<file path="src/rtl/hwpe_stream_merge_buffered.sv">
// hwpe_stream_merge_buffered: merges NB_IN_STREAMS lanes, each behind its own FIFO, into one wide stream.
// Define HWPE_STREAM_MERGE_BUFFERED_STATUS_EN to expose per-lane counts and a skew-stall flag.
module hwpe_stream_merge_buffered #(
    parameter int unsigned DATA_WIDTH_IN = 8,
    parameter int unsigned NB_IN_STREAMS = 2,
    parameter int unsigned FIFO_DEPTH    = 4
) (
    input  logic                                       clk_i,
    input  logic                                       rst_i,
    input  logic                                       clear_i,
    input  logic [NB_IN_STREAMS-1:0]                   lane_en_i,
    input  logic [NB_IN_STREAMS-1:0]                   push_valid_i,
    output logic [NB_IN_STREAMS-1:0]                   push_ready_o,
    input  logic [NB_IN_STREAMS*DATA_WIDTH_IN-1:0]     push_data_i,
    input  logic [NB_IN_STREAMS*DATA_WIDTH_IN/8-1:0]   push_strb_i,
    output logic                                       pop_valid_o,
    input  logic                                       pop_ready_i,
    output logic [NB_IN_STREAMS*DATA_WIDTH_IN-1:0]     pop_data_o,
    output logic [NB_IN_STREAMS*DATA_WIDTH_IN/8-1:0]   pop_strb_o
`ifdef HWPE_STREAM_MERGE_BUFFERED_STATUS_EN
    ,
    output logic [NB_IN_STREAMS*$clog2(FIFO_DEPTH+1)-1:0] lane_count_o,
    output logic                                       skew_stall_o
`endif
);
    localparam int unsigned DW = DATA_WIDTH_IN;
    localparam int unsigned SW = DATA_WIDTH_IN / 8;
    localparam int unsigned CW = $clog2(FIFO_DEPTH + 1);
    localparam int unsigned PW = $clog2(FIFO_DEPTH);
    localparam logic [CW-1:0] FULL = CW'(FIFO_DEPTH);

    logic                     flush;
    logic                     pop;
    logic [NB_IN_STREAMS-1:0] nonempty;
    logic [NB_IN_STREAMS*CW-1:0] counts;

    assign flush       = rst_i | clear_i;
    // disabled lanes count as ready so they never block the merge
    assign pop_valid_o = !flush && (|lane_en_i) && (&(nonempty | ~lane_en_i));
    assign pop         = pop_valid_o && pop_ready_i;

`ifdef HWPE_STREAM_MERGE_BUFFERED_STATUS_EN
    assign lane_count_o = flush ? '0 : counts;
    assign skew_stall_o = !flush && (|(nonempty & lane_en_i)) && !pop_valid_o;
`endif

    for (genvar i = 0; i < NB_IN_STREAMS; i++) begin : g_lane
        logic [DW-1:0] mem_data [FIFO_DEPTH];
        logic [SW-1:0] mem_strb [FIFO_DEPTH];
        logic [PW-1:0] wr_ptr, rd_ptr;
        logic [CW-1:0] count;
        logic          wr, rd;

        assign push_ready_o[i]            = !flush && lane_en_i[i] && count != FULL;
        assign wr                         = push_valid_i[i] && push_ready_o[i];
        assign rd                         = pop && lane_en_i[i];
        assign nonempty[i]                = count != '0;
        assign counts[i*CW +: CW]         = count;
        assign pop_data_o[i*DW +: DW]     = lane_en_i[i] ? mem_data[rd_ptr] : '0;
        assign pop_strb_o[i*SW +: SW]     = lane_en_i[i] ? mem_strb[rd_ptr] : '0;

        // power-of-two depth lets the pointers wrap by plain overflow
        always_ff @(posedge clk_i) begin
            if (flush) begin
                wr_ptr <= '0;
                rd_ptr <= '0;
                count  <= '0;
            end else begin
                wr_ptr <= wr_ptr + PW'(wr);
                rd_ptr <= rd_ptr + PW'(rd);
                count  <= count + CW'(wr) - CW'(rd);
            end
        end

        always_ff @(posedge clk_i) begin
            if (wr) begin
                mem_data[wr_ptr] <= push_data_i[i*DW +: DW];
                mem_strb[wr_ptr] <= push_strb_i[i*SW +: SW];
            end
        end
    end
endmodule

</file>
<file path="config.mk">
export PLATFORM = sky130hd
export DESIGN_NAME = hwpe_stream_merge_buffered
export DESIGN_NICKNAME = d
export VERILOG_FILES = /design/src/rtl/hwpe_stream_merge_buffered.sv
export SDC_FILE = /design/constraint.sdc
export NUM_CORES = 1
export LEC_CHECK = 0
export ABC_AREA = 1
export CAP_MARGIN = 40
export CORE_MARGIN = 5
export CORE_UTILIZATION = 30
export CTS_CLUSTER_DIAMETER = 150
export DETAILED_ROUTE_END_ITERATION = 8
export MAX_ROUTING_LAYER = met4
export PLACE_DENSITY = 0.58
export SYNTH_ARGS = -nofsm -noshare
export SYNTH_HDL_FRONTEND = slang
export SYNTH_SLANG_ARGS = --single-unit
export TNS_END_PERCENT = 100
</file>
<file path="constraint.sdc">
create_clock -name clk_i -period 2.1 [get_ports clk_i]
set_input_delay 0.42 -clock clk_i [delete_from_list [all_inputs] [get_ports clk_i]]
set_output_delay 0.42 -clock clk_i [all_outputs]
set_load 0.01 [all_outputs]
</file>
==> qor.csv <==
stage;metric;value;unit
run_status;status;finished with violations;
critical_path;endpoint_kind;flip-flop;
grt;grt_usage;11.72;%
clock_network;cts_num_sinks;86;
final_layout;drive_gt1_share;25.78;%
routing;remaining_drc_errors;0;
critical_path;crit_family;adder cells;
yosys;synth_top_family_by_area;simple AND/OR/NAND/NOR gates;
yosys;avgSynthCellArea;11.29;um^2
yosys;syn_inst;319;
sta;period_share;101.5;%
sta;slew_headroom;78.24;%
sta;setup_viol;2;
sta;hold_viol_final;0;
routing;drt-total-wl;7.901;mm
yosys;synth_adder_area_share;2.502;%
sta;fmax;469.4;MHz
die;die_w;119.6;um
yosys;ys_types;24;
grt;grt_pass1_vias;2579;
sta;rsz0062_at_grt;true;
flow_run;drv_cap;0;
critical_path;start_kind;flip-flop;
routing;met3_wirelength;298;um
power_and_ir_drop;leakagePower;0.001829;uW
power_and_ir_drop;total_power;3527;uW
routing;drt-met1-wl;3.425;mm
critical_path;cp_slowest_cell;dfxtp_2;
clock_network;clk_path_buf_depth;2;
yosys;synth-simple-area-share;15.43;%
run_status;violations;negative setup slack;
die;die_h;119.6;um
critical_path;cp_num_buf_inv;2;
yosys;synth_compound_area_share;8.548;%
die;core_area;0.01191;mm^2
sta;period_needed;2.131;ns
routing;top_layer_used;met4;
critical_path;crit_fanout;3;
routing;dr_wl_met2;4.072;mm
grt;grt_start_max_net_pins;20;
placed_design;dp_slack;-0.5846;ns
clock_network;clkTransAtPathRegs;0.06;ns
die;io_pins;47;
yosys;ys_seq_area_share;67.82;%
placed_design;portBuffers;46;
critical_path;cp.arrival;2.35;ns
power_and_ir_drop;power_density;727.6;mW/mm^2
critical_path;path_cells;nor2_4, nand2_2, nand2_2, nor2_4, nand2_4, buf_12, nor2_4, xor2_2, ha_2, inv_2, fa_2, xor2_2, o21ai_1, a21oi_1;
final_layout;area_growth;34.61;%
yosys;ys_ff_latch;86;
routing;num_vias;2538;
sta;drv_slew;0;
routing;postRouteAntennaNets;0;
final_layout;layout.nets;442;
yosys;synthXorXnorAreaFrac;1.876;%
routing;wl_per_cell;14.06;um
sta;worst_slack;-0.03051;ns
placed_design;dp_hpwl;5.246;mm
clock_network;cts_tree;done;
grt;grt_pass1_wl;12.74;mm
routing;via_per_inst;4.516;
grt;grt_antenna_before_repair;0;
sta;finClkSkew;0.009629;ns
routing;drtPass1Iterations;4;
die;initial_core_util;30.23;%
clock_network;cts_root_buffer;clkbuf_16;
sta;tightest_slew;0.3239;ns
critical_path;cpPeakStageDelay;0.35;ns
yosys;synthMuxAreaShare;0;%
grt;gr-total-overflow;0;
critical_path;worstSetupPathType;flip-flop to flip-flop;
clock_network;htreeDepth;3;
die;rows;40;
clock_network;clk_latency;0.33;ns
sta;hold_slack;0.5268;ns
clock_network;hold_buffers;0;
die;dieArea;0.01429;mm^2
yosys;synth_warnings;0;
final_layout;antenna_cells;0;
routing;dr.first_iter.drc_count;131;
critical_path;cp.required;2.31;ns
critical_path;cpMostUsedCell;nor2_4;
min_path;min_path_type;flip-flop to flip-flop;
power_and_ir_drop;worst_ir_drop_vdd;0.5448;mV
placed_design;gp_congestion;0.7736;
yosys;syn_nets;351;
clock_network;cts_buffers;9;
yosys;syn-cell-area;0.003601;mm^2
==> per-stage QoR <==
step	instances	utilization [%]	instance area, um^2	TNS [ns]
floorplan	319	-	3606	-0.09731
global placement	540	37.89	4513	-14.21
detailed placement	540	37.89	4513	-15.83
CTS	559	40.24	4793	0
global route	562	40.69	4847	-0.3414
finish	562	40.69	4847	-0.04513
==> flip-flops by register name, summed over array words and instances (netlist names) <==
register,count
g_lane.wr_ptr,4
g_lane.mem_data,64
g_lane.mem_strb,8
g_lane.count,6
g_lane.rd_ptr,4
==> what timing repair did <==
action                                  4_1_cts  5_1_grt
endpoints found under the setup margin       25       15
pin swaps                                     5       13
setup buffers                                 3        3
resized for setup                            32       39
==> logic make-up (layout without fill, tap and decap cells) <==
| logic type | Yosys count | count (layout) |
|---|---|---|
| buf+inv | 34 | 130 |
| simple gates | 127 | 127 |
| flops | 86 | 86 |
| xor+xnor | 6 | 6 |
| fa+ha+maj | 6 | 6 |
| compound gates | 60 | 60 |
==> worst paths after layout <==
kind                                          start                  end  slack [ns]  cells after the start
worst min register to register  g_lane[1].rd_ptr[1]  g_lane[1].rd_ptr[1]        0.53                      4
worst min-delay path            g_lane[1].rd_ptr[1]  g_lane[1].rd_ptr[1]        0.53                      4
worst max-delay path             g_lane[1].count[0]   g_lane[0].count[2]       -0.03                     14
worst max register to register   g_lane[1].count[0]   g_lane[0].count[2]       -0.03                     14
==> area by class of cell <==
type | count | area (um^2)
well taps | 147 | 183.9
flip-flops and latches | 86 | 2455
inverters | 24 | 90.09
clock buffers | 10 | 229.0
multi-input cells | 199 | 1066
fillers | 1172 | 7064
clock inverters | 6 | 47.55
repair buffers | 90 | 775.7
==> worst register-to-register path, stage by stage (launching register included) <==
cell and delay [ns]:
dfxtp_2 0.35, nor2_4 0.05, nand2_2 0.07, nand2_2 0.07
nor2_4 0.13, nand2_4 0.08, buf_12 0.13, nor2_4 0.10
xor2_2 0.14, ha_2 0.18, inv_2 0.03, fa_2 0.34
xor2_2 0.16, o21ai_1 0.12, a21oi_1 0.05
==> power by group <==
part	leakage [uW]	internal, uW	total, uW	switching (uW)
logic	0.000942	96.5	193	96.7
clock network	0.000122	810	1480	666
registers	0.000766	1850	1860	3.37
==> cell usage in the layout, fill, tap and decap left out, drive strengths merged, types with 2 or more instances in the layout <==
cell type,synthesis,final
a21oi,22,22
buf,4,44
clkbuf,6,17
clkdlybuf4s50,0,21
clkinv,2,2
clkinvlp,0,4
dfxtp,14,14
dlygate4sd2,0,16
edfxtp,72,72
fa,2,2
ha,4,4
inv,22,24
nand2,15,15
nand4,4,4
nor2,97,97
nor3,10,10
o21ai,38,38
xnor2,2,2
xor2,4,4
==> synthesized netlist by cell type <==
library cell   n  area, um^2
inv_2          6       22.52
a21oi_2        2       17.52
nor2_2         1       6.260
a21oi_1       20       100.1
buf_2          2       10.01
clkinv_1       2       7.510
nand3_1        1       5.000
edfxtp_1      72        2162
nand2_1       13       48.80
xnor2_1        2       17.52
nand4_1        4       25.02
nor2_4         5       56.30
dfxtp_1       14       280.3
xor2_1         2       17.52
xor2_2         2       32.53
nand2_4        2       22.52
fa_1           2       40.04
nor2_1        91       341.6
ha_1           4       50.05
buf_4          2       15.01
inv_1         16       60.06
clkbuf_1       6       22.52
nor3_1        10       50.05
o21ai_0       38       190.2
==> metal layers <==
| metal | GRT usage (%) | up-vias |
|---|---|---|
| li1 | - | 1267 |
| met1 | 13.61 | 1210 |
| met2 | 20.13 | 52 |
| met3 | 2.686 | 9 |
| met4 | 3.937 | 0 |
| met5 | - | - |
Note: power is estimated with default switching activity, not from simulation.
